==> src/rtl/jpeg_cx_dc_huff_enc.sv <==
// Chroma DC Huffman encoder with byte packing and 0xFF byte stuffing.
// Each accepted signed DC difference becomes a category code followed by its
// magnitude bits. The bits are collected MSB-first into an accumulator and
// sent out as bytes. After every emitted 0xFF a 0x00 byte is inserted.
// A flush pads the last partial byte with 1s and then pulses flush_done_o.
//
// Ports:
//   clk_i, rst_i        clock and synchronous active-high reset
//   inlet_valid_i       a DC difference is presented
//   inlet_data_i        signed DC difference (two's complement)
//   inlet_flush_i       pad to a byte boundary after this transfer
//   inlet_accept_o      a transfer occurs when (valid | flush) & accept
//   outport_valid_o     an output byte is presented
//   outport_data_o      the entropy-coded byte
//   outport_accept_i    the byte is taken when valid & accept
//   flush_done_o        one-cycle pulse once a flush has completed
//   idle_o              idle, with no residual bits held
module jpeg_cx_dc_huff_enc #(
  parameter int unsigned DIFF_W = 12,
  parameter int unsigned ACC_W  = 32
) (
  input  logic              clk_i,
  input  logic              rst_i,
  input  logic              inlet_valid_i,
  input  logic [DIFF_W-1:0] inlet_data_i,
  input  logic              inlet_flush_i,
  output logic              inlet_accept_o,
  output logic              outport_valid_o,
  output logic [7:0]        outport_data_o,
  input  logic              outport_accept_i,
  output logic              flush_done_o,
  output logic              idle_o
);

  localparam int unsigned CNT_W = $clog2(ACC_W + 1);
  localparam int unsigned CAT_W = 4;
  localparam int unsigned PKT_W = 2 * (DIFF_W - 1);
  localparam logic [ACC_W-1:0] TOP_MASK = {8'hFF, {(ACC_W-8){1'b0}}};

  typedef enum logic [1:0] {
    S_IDLE,
    S_EMIT,
    S_STUFF,
    S_PAD
  } state_t;

  state_t             state_q, state_d;
  logic [ACC_W-1:0]   acc_q, acc_d;
  logic [CNT_W-1:0]   cnt_q, cnt_d;
  logic               pend_q, pend_d;
  logic               done_d;
  logic               resume_c;

  logic [DIFF_W-1:0]  sat_c;
  logic [DIFF_W-1:0]  abs_c;
  logic [DIFF_W-1:0]  mag_src_c;
  logic [DIFF_W-1:0]  mag_c;
  logic [DIFF_W-1:0]  code_c;
  logic [CAT_W-1:0]   cat_c;
  logic [CAT_W-1:0]   len_c;
  logic [CNT_W-1:0]   total_c;
  logic [PKT_W-1:0]   pkt_c;
  logic [CNT_W-1:0]   sh_c;
  logic [ACC_W-1:0]   acc_app_c;
  logic [ACC_W-1:0]   acc_pad_c;
  logic [7:0]         top_byte_c;
  logic               take_c;

  // Category, codeword and magnitude bits for the incoming difference
  always_comb begin
    sat_c = inlet_data_i;
    // -2048 has no 11-bit magnitude, so it is coded as -2047
    if (inlet_data_i == {1'b1, {(DIFF_W-1){1'b0}}}) begin
      sat_c = {1'b1, {(DIFF_W-2){1'b0}}, 1'b1};
    end
    abs_c = sat_c[DIFF_W-1] ? (~sat_c + DIFF_W'(1)) : sat_c;
    cat_c = '0;
    for (int i = 0; i < int'(DIFF_W); i++) begin
      if (abs_c[i]) cat_c = CAT_W'(i + 1);
    end
    // Negative values send the low bits of (diff - 1), i.e. the one's complement of |diff|
    mag_src_c = sat_c[DIFF_W-1] ? (sat_c - DIFF_W'(1)) : sat_c;
    mag_c     = mag_src_c & ((DIFF_W'(1) << cat_c) - DIFF_W'(1));
    if (cat_c < CAT_W'(3)) begin
      code_c = DIFF_W'(cat_c);
      len_c  = CAT_W'(2);
    end else begin
      // (cat-1) ones followed by a zero
      code_c = (DIFF_W'(1) << cat_c) - DIFF_W'(2);
      len_c  = cat_c;
    end
    total_c = CNT_W'(len_c) + CNT_W'(cat_c);
    pkt_c   = (PKT_W'(code_c) << cat_c) | PKT_W'(mag_c);
  end

  // Accumulator datapath: append below the residual bits, pad the top byte with 1s
  always_comb begin
    sh_c       = CNT_W'(ACC_W) - cnt_q - total_c;
    acc_app_c  = acc_q | (ACC_W'(pkt_c) << sh_c);
    acc_pad_c  = acc_q | (TOP_MASK & (TOP_MASK >> cnt_q));
    top_byte_c = acc_q[ACC_W-1 -: 8];
    take_c     = (inlet_valid_i | inlet_flush_i) & inlet_accept_o;
  end

  // Next-state logic
  always_comb begin
    state_d  = state_q;
    acc_d    = acc_q;
    cnt_d    = cnt_q;
    pend_d   = pend_q;
    done_d   = 1'b0;
    resume_c = 1'b0;
    unique case (state_q)
      S_IDLE: begin
        if (take_c) begin
          if (inlet_valid_i) begin
            acc_d = acc_app_c;
            cnt_d = cnt_q + total_c;
          end
          if (inlet_flush_i) pend_d = 1'b1;
          if (cnt_d >= CNT_W'(8)) begin
            state_d = S_EMIT;
          end else if (inlet_flush_i) begin
            if (cnt_d == '0) begin
              // Already on a byte boundary: the flush completes at once
              done_d = 1'b1;
              pend_d = 1'b0;
            end else begin
              state_d = S_PAD;
            end
          end
        end
      end
      S_EMIT: begin
        if (outport_accept_i) begin
          acc_d = acc_q << 8;
          cnt_d = cnt_q - CNT_W'(8);
          if (top_byte_c == 8'hFF) state_d = S_STUFF;
          else                     resume_c = 1'b1;
        end
      end
      S_STUFF: begin
        if (outport_accept_i) resume_c = 1'b1;
      end
      S_PAD: begin
        if (cnt_q != '0) begin
          acc_d   = acc_pad_c;
          cnt_d   = CNT_W'(8);
          state_d = S_EMIT;
        end else begin
          done_d  = 1'b1;
          pend_d  = 1'b0;
          state_d = S_IDLE;
        end
      end
      default: state_d = S_IDLE;
    endcase

    // Where to go after a byte (and any stuff byte) has been taken.
    // When a pending flush lands on a byte boundary, done is raised here so that
    // it pulses in the cycle right after the last byte was accepted.
    if (resume_c) begin
      if (cnt_d >= CNT_W'(8)) begin
        state_d = S_EMIT;
      end else if (pend_q) begin
        if (cnt_d == '0) begin
          done_d  = 1'b1;
          pend_d  = 1'b0;
          state_d = S_IDLE;
        end else begin
          state_d = S_PAD;
        end
      end else begin
        state_d = S_IDLE;
      end
    end
  end

  // State and registered outputs
  always_ff @(posedge clk_i) begin
    if (rst_i) begin
      state_q         <= S_IDLE;
      acc_q           <= '0;
      cnt_q           <= '0;
      pend_q          <= 1'b0;
      inlet_accept_o  <= 1'b1;
      outport_valid_o <= 1'b0;
      outport_data_o  <= '0;
      flush_done_o    <= 1'b0;
      idle_o          <= 1'b1;
    end else begin
      state_q         <= state_d;
      acc_q           <= acc_d;
      cnt_q           <= cnt_d;
      pend_q          <= pend_d;
      inlet_accept_o  <= (state_d == S_IDLE) && (cnt_d < CNT_W'(8));
      outport_valid_o <= (state_d == S_EMIT) || (state_d == S_STUFF);
      outport_data_o  <= (state_d == S_EMIT) ? acc_d[ACC_W-1 -: 8] : 8'h00;
      flush_done_o    <= done_d;
      idle_o          <= (state_d == S_IDLE) && (cnt_d == '0);
    end
  end

endmodule
==> config.mk <==
export PLATFORM = sky130hd
export DESIGN_NAME = jpeg_cx_dc_huff_enc
export DESIGN_NICKNAME = d
export VERILOG_FILES = /design/src/rtl/jpeg_cx_dc_huff_enc.sv
export SDC_FILE = /design/constraint.sdc
export NUM_CORES = 1
export LEC_CHECK = 0
export ABC_AREA = 1
export BUFFER_PORTS_ARGS = -buffer_cell sky130_fd_sc_hd__buf_4
export CORE_MARGIN = 8
export CORE_UTILIZATION = 30
export DETAILED_ROUTE_END_ITERATION = 12
export GPL_TIMING_DRIVEN = 1
export PLACE_DENSITY_LB_ADDON = 0.05
export SYNTH_ARGS = -nofsm -noshare
export SYNTH_HDL_FRONTEND = slang
export SYNTH_SLANG_ARGS = --single-unit
==> constraint.sdc <==
create_clock -name clk_i -period 5.2 [get_ports clk_i]
set_clock_uncertainty 0.15 [all_clocks]
set_input_delay 0.78 -clock clk_i [delete_from_list [all_inputs] [get_ports clk_i]]
set_output_delay 0.78 -clock clk_i [all_outputs]
set_load 0.05 [all_outputs]
==> impl_metrics.csv <==
group,metric,value,unit
run_status,status,"finished, final reports clean",
floorplanning,rows,51,
worst_setup_path,critPathSlowestCell,"fa_2",
global_routing,grt_use_total,17.5,%
clock_tree,cts-root-buf,"clkbuf_16",
route,via_count,6735,
cells_and_area,n_fill_cell,2171,
power_and_ir_drop,p_leak,3.72,nW
route,first_iter_violations,334,
logic_synthesis,synth_top_area_share,18.0,%
route,drc,0,
floorplanning,fp.dieW,156,microns
sta,setup_ws,303,ps
route,wire_per_inst,15.1,microns
placed_design,port_buffers,28,
logic_synthesis,synth_cells,1006,
worst_setup_path,max_stage_delay,660,ps
worst_setup_path,cp_data_required_time,5280,ps
global_routing,grt_max_degree,29,
global_routing,grt_remaining_overflow,0,
job,drv_cap,0,
logic_synthesis,synth-edff-count,0,
worst_setup_path,criticalPathCategory,"input port to flip-flop",
global_routing,use_met3,1.80,%
clock_tree,cts_tree,"yes",
logic_synthesis,ys_ff_latch,53,
floorplanning,pin_count,29,
sta,tightest_slew,765,ps
logic_synthesis,synth_top_cell_by_area,"dfxtp_1",
cells_and_area,instances_no_fill,1396,
floorplanning,dieArea,24400,sq um
sta,max_freq,204,MHz
logic_synthesis,yosysSeqAreaShare,18.0,%
worst_setup_path,arrival,4970,ps
min_path,hold_class,"flip-flop to flip-flop",
power_and_ir_drop,power_density,741,nW/um^2
logic_synthesis,syn_nets,1051,
logic_synthesis,synth.distinct_cells,56,
sta,min_period,4900,ps
worst_setup_path,path_common_cell,"nand2_1",
sta,slew_violations,0,
route,ant_nets,0,
cells_and_area,syn_to_final_growth,32.1,%
logic_synthesis,avgSynthCellArea,5.85,sq um
placed_design,dpl_worst_slack,-284,ps
clock_tree,postCtsHoldBufs,0,
cells_and_area,drive_above_1_share,26.2,%
clock_tree,clk_pin_slew_worst_paths,70,ps
clock_tree,clock_latency,300,ps
clock_tree,cts_buffer_depth,2,
global_routing,grtUsageMet1,24.4,%
placed_design,hpwl,17.0,mm
worst_setup_path,critPathLaunchType,"input port",
route,vias_per_cell,4.82,
global_routing,first_global_vias,6696,
sta,fin_crit_sh,94.2,%
sta,setup_viol_count_final,0,
worst_setup_path,crit_path_max_fanout,17,
sta,timing_hold_violations_final,0,
sta,slew_headroom,48.9,%
global_routing,grt_antenna_before_repair,0,
logic_synthesis,ys.warnings.count,0,
floorplanning,die_h,156,microns
placed_design,place_inst,1384,
clock_tree,htree_levels,2,
floorplanning,start_util,30.5,%
logic_synthesis,netlist_area,5890,sq um
logic_synthesis,synthTopCellsByArea,"dfxtp_1 18%, nand2_1 16%, nand3_1 11%",
placed_design,gp_congestion,0.854,
global_routing,grt_use_met2,29.3,%
cells_and_area,n_antenna_cell,0,
logic_synthesis,synth-main-ff-cell,"dfxtp_1",
route,first_pass_iters,4,
power_and_ir_drop,ir_worst_vdd,0.000357,V
logic_synthesis,async_reset_ff_share,0,%
global_routing,grt_pass1_wl,34.5,mm
clock_tree,cts_buffers,5,
cells_and_area,num-nets-final,1176,
worst_setup_path,critPathCaptureType,"flip-flop",
clock_tree,cts_sinks,53,
route,drt-total-wl,21.0,mm
floorplanning,core,19300,sq um
global_routing,top_usage_layer,"met2",
[Yosys cell counts, types with 6 or more instances]
library cell / instances
inv_2: 10
a21oi_1: 89
inv_1: 111
nand3_2: 12
nand3_1: 131
o21ai_0: 70
nand2_1: 246
nor2_2: 7
o211ai_1: 7
o21ai_1: 13
clkbuf_1: 18
ha_1: 26
buf_1: 6
nor2_1: 83
buf_2: 12
xor2_1: 17
nand2_2: 14
nand4_1: 7
dfxtp_1: 53
[area by class of cell]
| type | count | area, sq um | area share (%) |
|---|---|---|---|
| clock buffers | 5 | 125 | 1.61 |
| clock inverters | 2 | 35.0 | 0.451 |
| inverters | 124 | 473 | 6.08 |
| multi-input cells | 788 | 4490 | 57.7 |
| flip-flops and latches | 53 | 1060 | 13.6 |
| well taps | 265 | 332 | 4.26 |
| repair buffers | 159 | 1260 | 16.2 |
[state kept, by name (all words and copies together), names as in the netlist]
register	count
acc_q	32
cnt_q	6
flush_done_o	1
idle_o	1
inlet_accept_o	1
outport_data_o	8
outport_valid_o	1
pend_q	1
state_q	2
[cell usage in the layout, fill, tap and decap left out, drive strengths merged, types with 2 or more instances in the layout]
cell type / count
a21o: 2
a21oi: 89
a22oi: 5
a31oi: 4
and2: 4
buf: 159
clkbuf: 5
clkinv: 3
dfxtp: 53
fa: 2
ha: 26
inv: 122
nand2: 263
nand3: 143
nand3b: 2
nand4: 8
nor2: 93
nor3: 4
nor4: 3
o2111ai: 2
o211ai: 7
o21ai: 84
o21bai: 2
o221ai: 3
o22ai: 5
o31ai: 2
or2: 7
xnor2: 2
xor2: 19
[cell families (layout without fill, tap and decap cells)]
family                   Yosys count  in the layout  share of synthesized area [%]
other                              1              1                         0.0637
flip-flops                        53             53                           18.0
AND/OR/NAND/NOR                  527            527                           41.3
adder cells (fa/ha/maj)           28             28                           6.20
AO/OA/AOI/OAI                    211            211                           19.8
XOR/XNOR                          21             21                           3.38
buffers and inverters            165            290                           11.3
[worst paths after layout]
check	from	endpoint	slack (ps)	depth (start not counted)
setup / recovery	inlet_data_i[5]	acc_q[29]	300	36
hold / removal	acc_q[4]	acc_q[4]	330	2
setup reg to reg	cnt_q[2]	outport_data_o[3]	1780	22
hold reg to reg	acc_q[4]	acc_q[4]	330	2
[routing by layer]
layer  wire [microns]  vias to the layer above  part of all wire, %
li1                 -                     3570                    -
met1            10700                     3078                   51
met2             9860                       77                   47
met3              364                       10                  1.7
met4              138                        0                 0.66
met5                0                        -                    0
[where the power goes]
| part | switching [mW] | internal [mW] |
|---|---|---|
| Combinational | 2.87 | 1.88 |
| Clock | 0.156 | 0.224 |
| Sequential | 0.0935 | 0.530 |
| Total | 3.12 | 2.64 |
[worst max-delay path, delay by kind of cell]
family / cells / cell delay (ps)
AOI/OAI and AO/OA: 4 / 420
xor gates and xnor gates: 1 / 160
adders and majority gates: 4 / 1310
buffers and inverters: 12 / 1060
and+or+nand+nor: 15 / 1200
[what timing repair did]
item	in CTS	in global routing
setup buffers	0	5
gates resized for setup	0	96
endpoints found under the setup margin	0	47
[stage by stage]
stage / area (sq um) / utilization [%] / hold slack (ps) / setup TNS (ps) / total power [mW]
finish: 7780 / 40.2 / 331 / 0 / 5.76
global route: 7780 / 40.2 / 347 / -85.7 / 6.39
CTS: 7410 / 38.3 / 335 / 0 / 5.59
detailed placement: 7250 / 37.5 / 324 / -6280 / 5.19
global placement: 7250 / 37.5 / 321 / -3480 / 5.23
floorplan: 5920 / - / 306 / 0 / 3.36
Power figures use the tool's default switching activity.
